==> src/rtl/atm_request_sequencer.sv <==
// Sequences one host request (balance/withdraw/deposit/change-pin) through the ATM
// phases and returns a one-cycle response with a status code and the captured result.
module atm_request_sequencer #(
  parameter int          TIMEOUT  = 16,
  parameter logic [3:0]  ACC_NONE = 4'hF,
  parameter logic [2:0]  OP_NONE  = 3'd7
) (
  input  logic        clk,
  input  logic        rst,
  input  logic        req_valid,
  output logic        req_ready,
  input  logic [2:0]  req_op,
  input  logic [3:0]  req_acc,
  input  logic [15:0] req_pin,
  input  logic [15:0] req_new_pin,
  input  logic [31:0] req_amount,
  input  logic        req_language,
  output logic [2:0]  operation,
  output logic [3:0]  acc_num,
  output logic [15:0] pin,
  output logic [15:0] newPin,
  output logic [31:0] amount,
  output logic        language,
  input  logic [2:0]  atm_state,
  input  logic        atm_success,
  input  logic [31:0] atm_balance,
  output logic        rsp_valid,
  output logic [1:0]  rsp_code,
  output logic        rsp_success,
  output logic [31:0] rsp_balance
);
  // Ops: BALANCE=0 WITHDRAW=1 DEPOSIT=2 CHANGE_PIN=3.
  // ATM states: WAITING=0 AUTHENTICATION=1 MENU=2, then one state per op (BALANCE=3 .. CHANGE_PIN=6).
  localparam logic [2:0] OP_CHANGE_PIN     = 3'd3;
  localparam logic [2:0] ST_WAITING        = 3'd0;
  localparam logic [2:0] ST_AUTHENTICATION = 3'd1;
  localparam logic [2:0] ST_MENU           = 3'd2;
  localparam logic [2:0] ST_BALANCE        = 3'd3;

  localparam logic [1:0] RSP_OK        = 2'b00;
  localparam logic [1:0] RSP_AUTH_FAIL = 2'b01;
  localparam logic [1:0] RSP_TIMEOUT   = 2'b10;
  localparam logic [1:0] RSP_BAD_OP    = 2'b11;

  localparam int CW = $clog2(TIMEOUT + 1);

  typedef enum logic [2:0] {
    S_IDLE, S_PRESENT, S_AUTH, S_MENU_WAIT, S_OP_WAIT, S_DONE_WAIT, S_RESPOND
  } state_t;

  state_t        state, state_n;
  logic [CW-1:0] cnt;
  logic [2:0]    op_r;
  logic [1:0]    code_n;
  logic          accept, expired, counting;
  logic          latch_success, latch_bal;
  logic [2:0]    op_state;

  assign req_ready = (state == S_IDLE);
  assign rsp_valid = (state == S_RESPOND);
  assign accept    = req_valid & req_ready;
  assign expired   = (cnt == CW'(TIMEOUT - 1));
  assign op_state  = ST_BALANCE + op_r;
  assign counting  = (state == S_PRESENT) || (state == S_AUTH) ||
                     (state == S_MENU_WAIT) || (state == S_DONE_WAIT);

  // Awaited condition is tested before expiry so a same-cycle hit still wins.
  always_comb begin
    state_n       = state;
    code_n        = rsp_code;
    latch_success = 1'b0;
    latch_bal     = 1'b0;
    case (state)
      S_IDLE:
        if (accept) begin
          if (req_op <= OP_CHANGE_PIN) state_n = S_PRESENT;
          else begin state_n = S_RESPOND; code_n = RSP_BAD_OP; end
        end
      S_PRESENT:
        if (atm_state == ST_AUTHENTICATION) state_n = S_AUTH;
        else if (expired) begin state_n = S_RESPOND; code_n = RSP_TIMEOUT; end
      S_AUTH:
        if (atm_state == ST_MENU) state_n = S_MENU_WAIT;
        else if (atm_state == ST_WAITING) begin state_n = S_RESPOND; code_n = RSP_AUTH_FAIL; end
        else if (expired) begin state_n = S_RESPOND; code_n = RSP_TIMEOUT; end
      S_MENU_WAIT:
        if (atm_state == op_state) begin state_n = S_DONE_WAIT; latch_success = 1'b1; end
        else if (expired) begin state_n = S_RESPOND; code_n = RSP_TIMEOUT; end
      S_DONE_WAIT:
        if (atm_state == ST_WAITING) begin
          state_n = S_RESPOND; code_n = RSP_OK; latch_bal = 1'b1;
        end else if (expired) begin state_n = S_RESPOND; code_n = RSP_TIMEOUT; end
      S_RESPOND: state_n = S_IDLE;
      default:   state_n = S_IDLE;
    endcase
  end

  always_ff @(posedge clk) begin
    if (!rst) begin
      state       <= S_IDLE;
      cnt         <= '0;
      op_r        <= OP_NONE;
      operation   <= OP_NONE;
      acc_num     <= ACC_NONE;
      pin         <= '0;
      newPin      <= '0;
      amount      <= '0;
      language    <= 1'b0;
      rsp_code    <= RSP_OK;
      rsp_success <= 1'b0;
      rsp_balance <= '0;
    end else begin
      state <= state_n;
      if (state_n != state) cnt <= '0;
      else if (counting)    cnt <= cnt + CW'(1);
      if (accept) op_r <= req_op;
      // A rejected op never reaches the ATM, so its fields are not driven.
      if (accept && state_n == S_PRESENT) begin
        acc_num  <= req_acc;
        pin      <= req_pin;
        newPin   <= req_new_pin;
        amount   <= req_amount;
        language <= req_language;
      end
      if (state == S_AUTH && state_n == S_MENU_WAIT) operation <= op_r;
      if (latch_success) rsp_success <= atm_success;
      if (latch_bal)     rsp_balance <= atm_balance;
      if (state_n == S_RESPOND) begin
        acc_num   <= ACC_NONE;
        operation <= OP_NONE;
        rsp_code  <= code_n;
        if (code_n != RSP_OK) rsp_success <= 1'b0;
      end
    end
  end
endmodule
==> config.mk <==
export PLATFORM = sky130hd
export DESIGN_NAME = atm_request_sequencer
export DESIGN_NICKNAME = d
export VERILOG_FILES = /design/src/rtl/atm_request_sequencer.sv
export SDC_FILE = /design/constraint.sdc
export NUM_CORES = 1
export LEC_CHECK = 0
export BUFFER_PORTS_ARGS = -buffer_cell sky130_fd_sc_hd__buf_2
export CELL_PAD_IN_SITES_DETAIL_PLACEMENT = 1
export CELL_PAD_IN_SITES_GLOBAL_PLACEMENT = 2
export CORE_MARGIN = 2
export CORE_UTILIZATION = 25
export CTS_BUF_LIST = sky130_fd_sc_hd__clkbuf_16
export DETAILED_ROUTE_END_ITERATION = 6
export GPL_ROUTABILITY_DRIVEN = 0
export PLACE_DENSITY_LB_ADDON = 0.1
export SETUP_SLACK_MARGIN = 0.05
export SKIP_LAST_GASP = 1
export SLEW_MARGIN = 20
export SYNTH_ARGS = -nofsm -noshare
export SYNTH_HDL_FRONTEND = slang
export SYNTH_SLANG_ARGS = --single-unit
==> constraint.sdc <==
create_clock -name clk -period 2.4 [get_ports clk]
set_input_delay 0.12 -clock clk [delete_from_list [all_inputs] [get_ports clk]]
set_output_delay 0.12 -clock clk [all_outputs]
set_load 0.005 [all_outputs]
# After elaboration in Yosys (flattened, before gate mapping)
# Index checks and enable logic that the tools add are counted.
# op_classes
order_cmp	1
mux	24
addsub	2
bitwise_logic	2
eq_ne	13
reduce_logical	10
# ops
cell	n
two-way mux 3 bit	7
two-way mux 2 bit	8
one-hot mux 3 bit (5 select lines)	1
equality test 3 x 2 -> 1 bit (second input constant)	4
one-hot mux 2 bit (5 select lines)	1
equality test 3 x 1 -> 1 bit (second input constant)	3
equality test 3 bit (second input constant)	3
two-way mux 1 bit	7
logical NOT 3 bit	2
adder 5 x 1 -> 5 bit (second input constant)	1
equality test 5 x 4 -> 1 bit (second input constant)	1
OR reduction 2 bit	2
adder 2 x 3 -> 3 bit (first input constant)	1
equality test 3 bit	1
less-or-equal comparator 3 x 2 -> 1 bit (second input constant)	1
logical OR 1 bit	3
inequality test 3 bit	1
logical AND 1 bit	2
nonzero test 2 bit	1
AND 1 bit	1
inverter 1 bit	1
# word_totals
reg_bits	118
elab_cells	64
out_inout_bits	109

# Longest topological paths before layout
# depth
ltp_word	8
mapped_depth	9
ltp_nobuf	8

# Least setup slack after synthesis
# No wires, ideal clock.
# synth_path
kind	register -> register
from	reg cnt[0]
to	reg acc_num[0]
stages_incl_launch_ff	10
setup_time_ns	0.137
arrival_time_ns	1.957
slack_ns	0.306
path_buffers	1
path_cell_list	dfxtp_1 > ha_1 > and3_1 > ha_1 > clkbuf_1 > nor2_1 > a211oi_1 > a311o_4 > a31oi_2 > nand3_1
# synth_between
elab_chain_len	7
word_cells_on_any_way	11
classes_between	3 x eq/ne; 6 x mux; 2 x reduce/logical
# synth_lines
item	line	rtl
from (decl)	52	logic [CW-1:0] cnt;
from (signal assigned)	115	else if (counting) cnt <= cnt + CW'(1);
equality test 5 x 4 -> 1 bit *	62	assign expired = (cnt == CW'(TIMEOUT - 1));
two-way mux 3 bit *	--	
two-way mux 3 bit	84	else if (atm_state == ST_WAITING) begin state_n = S_RESPOND; code_n = RSP_AUTH_FAIL; end
two-way mux 3 bit	83	if (atm_state == ST_MENU) state_n = S_MENU_WAIT;
one-hot mux 3 bit (5 select lines) *	73	case (state)
equality test 3 bit or equality test 3 x 1 -> 1 bit (tied branches)	128, 118	
OR reduction 2 bit (no line) or logical AND 1 bit (tied branches)	--	
to (signal assigned)	119	acc_num <= req_acc;
to (decl)	19	output logic [3:0] acc_num,
# Every way passes the cells marked *; elsewhere a longest branch is shown, timed or not.
# A chain may end at the register's enable or synchronous reset.

# Final worst setup path
# layout_path
from	reg state[1]
to	reg rsp_code[1]
# layout_between
elab_chain_len	5
word_cells_on_any_way	16
classes_between	5 x eq/ne; 9 x mux; 1 x bitwise; 1 x reduce/logical
# layout_lines
item	line	rtl
from (decl)	51	state_t state, state_n;
from (signal assigned)	113	state <= state_n;
logical NOT 3 bit or two-way mux 3 bit (tied branches)	--	
AND 1 bit or two-way mux 3 bit (tied branches)	61, 84	
two-way mux 3 bit (on tied branches)	75, 83	
one-hot mux 3 bit (5 select lines)	73	
equality test 3 bit	128	if (state_n == S_RESPOND) begin
to (signal assigned)	131	rsp_code <= code_n;
to (decl)	28	output logic [1:0] rsp_code,
# Parallel ways exist; a longest one is shown, timed or not.

==> impl_metrics.env <==
export IMPL_status="complete, no violations"
export IMPL_final_max_slew_violation_count=0
export IMPL_leakagePower_uw=0.00338
export IMPL_cp_top_family="flip-flops"
export IMPL_path_max_fanout=19
export IMPL_critPathKind="reg2reg"
export IMPL_post_dp_hpwl_um=11700
export IMPL_synthSimpleGateAreaFrac_pct=23.4
export IMPL_dr_total_vias=5173
export IMPL_setup_worst_path_start="state[1]"
export IMPL_wirelength_um=17300
export IMPL_netlist_area_mm2=0.00467
export IMPL_worst_pin_slew_ps=662
export IMPL_powerDensity_mw_per_mm2=733
export IMPL_peakVddDrop_mv=0.483
export IMPL_grt_overflow=0
export IMPL_hold_depth=3
export IMPL_fmax_mhz=465
export IMPL_syn_nets=696
export IMPL_min_to="op_r[2]"
export IMPL_min_path_type="in2reg"
export IMPL_synth_adder_area_share_pct=0.803
export IMPL_synthDistinctLibCells=56
export IMPL_diodes=0
export IMPL_die_area_mm2=0.0198
export IMPL_fp_dieH_um=141
export IMPL_cp_slowest_cell="dfxtp_1"
export IMPL_vias_per_cell=4.51
export IMPL_io_pins=220
export IMPL_grt_pass1_wl_um=27900
export IMPL_fin_crit_sh_pct=89.6
export IMPL_setup_violations=0
export IMPL_ys_flop_type="dfxtp_1"
export IMPL_grt_max_degree=71
export IMPL_port_buffers=219
export IMPL_drcViolationCount=0
export IMPL_rows=50
export IMPL_r2r_end="rsp_code[1]"
export IMPL_worstHoldStart="req_op[2]"
export IMPL_yosysSeqAreaShare_pct=50.5
export IMPL_htreeDepth=4
export IMPL_fp_dieW_um=141
export IMPL_relSlewSlack_pct=55.8
export IMPL_n_fill_cell=2218
export IMPL_synth_edf_count=0
export IMPL_synthMuxAreaShare_pct=0.669
export IMPL_cts_tree="built"
export IMPL_required_ps=2670
export IMPL_timing_setup_tns_ps=0
export IMPL_clk_pin_slew_worst_paths_ps=60
export IMPL_syn_avg_cell_area_um2=8.03
export IMPL_clk_latency_ps=410
export IMPL_clockRootBuffer="clkbuf_16"
export IMPL_worstSetupEndpointType="register"
export IMPL_cp_cell_sequence="nand2b_1 > o32ai_4 > a311o_4 > and3_1 > a311oi_2"
export IMPL_grt_pass1_vias=5441
export IMPL_detail_route_antenna_nets=0
export IMPL_drv_cap=0
export IMPL_cts_sinks=118
export IMPL_yosysWarningCount=0
export IMPL_slowest_delay_ps=740
export IMPL_drt_pass1_iterations=4
export IMPL_holdWs_ps=140
export IMPL_drt_iter0_drc=195
export IMPL_fin_crit_ps=2150
export IMPL_start_kind="register"
export IMPL_grt_usage_pct=17.7
export IMPL_r2r_start="state[1]"
export IMPL_crit_buf_inv=0
export IMPL_ff2ff_setup_slack_ps=250
export IMPL_area_growth_pct=65.5
export IMPL_wire_per_inst_um=15.1
export IMPL_async_flop_share_pct=0
export IMPL_core_mm2=0.0185
export IMPL_finalNetCount=1013
export IMPL_start_util_pct=25.2
export IMPL_cts_max_path_buffers=2
export IMPL_finClkSkew_ps=6.14
export IMPL_rsz0062_at_grt="false"
export IMPL_cts_buffers=17
export IMPL_ys_ff_latch=118
export IMPL_hold_viol=0
export IMPL_synth_compound_area_share_pct=18.2
export IMPL_synth_top_family_by_area="simple AND/OR/NAND/NOR gates"
export IMPL_drive_gt1_share_pct=30.8
export IMPL_synth_cells=582
export IMPL_worst_r2r_path_depth=5
export IMPL_synth_xor_area_share_pct=1.63
export IMPL_antenna_found_initial=0
export IMPL_cp_data_arrival_time_ps=2420
routing by layer:
metal | wire length [µm] | global-route usage (%) | vias to the layer above
met2 | 8280 | 29.7 | 159
met5 | 0 | 0 | -
met4 | 379 | 7.11 | 0
met3 | 969 | 4.76 | 25
met1 | 7700 | 21.5 | 2416
li1 | - | - | 2573
final cells by class:
class	instances	area [µm²]	area share (%)
Sequential cell	118	2360	30.5
Timing Repair Buffer	340	2320	30.0
Multi-Input combinational cell	414	2110	27.3
Clock buffer	17	425	5.50
Tap cell	234	293	3.79
Clock inverter	15	186	2.41
Inverter	8	31.3	0.404
power breakdown:
group | internal, µW | switching, µW | total [µW]
Combinational | 441 | 436 | 878
Sequential | 2060 | 78.0 | 2140
Clock | 1720 | 930 | 2650
synthesized netlist by cell type, types with 2 or more instances:
library cell / count / area, µm²
nand2b_1: 2 / 12.5
nor3_1: 4 / 20.0
nor2_1: 18 / 67.6
clkbuf_1: 22 / 82.6
and3_1: 3 / 18.8
o211ai_1: 5 / 37.5
mux2i_1: 2 / 20.0
xor2_1: 5 / 43.8
a22oi_1: 2 / 15.0
o21a_1: 2 / 15.0
buf_1: 2 / 7.51
nand3_1: 6 / 30.0
dfxtp_1: 118 / 2360
inv_1: 7 / 26.3
buf_2: 14 / 70.1
nand3b_1: 2 / 15.0
a31oi_1: 4 / 25.0
a211oi_1: 2 / 15.0
a2bb2oi_1: 2 / 17.5
nand2_1: 217 / 815
o21ai_0: 4 / 20.0
a21oi_1: 98 / 490
o32ai_1: 2 / 17.5
buf_4: 4 / 30.0
ha_1: 3 / 37.5
o22ai_1: 2 / 12.5
cells by family (layout without fill, tap and decap cells):
group / after synthesis / count (layout)
AO/OA/AOI/OAI: 138 / 138
XOR/XNOR: 7 / 7
adder cells (fa/ha/maj): 3 / 3
buffers and inverters: 50 / 380
flip-flops: 118 / 118
multiplexers: 3 / 3
AND/OR/NAND/NOR: 263 / 263
worst max-delay path by stage:
stage | to | slack [ps] | depth (start not counted)
2_1_floorplan | acc_num[0] | 310 | 9
3_3_place_gp | acc_num[2] | 130 | 8
3_5_place_dp | acc_num[3] | 50 | 8
4_1_cts | acc_num[2] | 170 | 8
5_1_grt | acc_num[2] | 80 | 5
6_report | rsp_code[1] | 250 | 5
worst min-delay path: cells and delay by family:
family | cells | cell delay (ps)
buffers and inverters | 2 | 260
AOI/OAI and AO/OA | 1 | 110
metrics by stage:
| step | area [µm²] | total power, µW | setup WS, ps | instances | utilization [%] |
|---|---|---|---|---|---|
| 2_1_floorplan | 4670 | 2580 | 306 | 582 | - |
| 3_3_place_gp | 6040 | 2900 | 135 | 1007 | 32.6 |
| 3_5_place_dp | 6040 | 2910 | 54.7 | 1007 | 32.6 |
| 4_1_cts | 7730 | 5750 | 174 | 1146 | 41.8 |
| 5_1_grt | 7730 | 5950 | 81.5 | 1146 | 41.8 |
| 6_report | 7730 | 5670 | 251 | 1146 | 41.8 |
timing repair:
action,in CTS,in global routing
hold buffers,107,0
setup buffers,0,0
gates resized for setup,1,1
setup endpoints to repair,3,3
pin swaps,0,1
endpoints found under the hold margin,105,0
cells in the final DEF (no fill, tap or decap), drive strengths merged, types with 3 or more instances in the layout:
master	count
and3	3
clkinv	5
a21oi	98
xor2	5
bufinv	4
nand2	217
o211ai	5
dfxtp	118
nor2	19
a31oi	5
nor3	4
dlygate4sd3	107
o32ai	3
o21ai	4
nand3	6
clkbuf	17
clkinvlp	4
ha	3
inv	10
buf	233
sequential cells by signal (all words and copies together), names as in the netlist, 2 cells and up:
name	cells
state	3
pin	16
amount	32
rsp_code	2
rsp_balance	32
newPin	16
op_r	3
cnt	5
acc_num	4
operation	3
(Power assumes the default switching activity.)
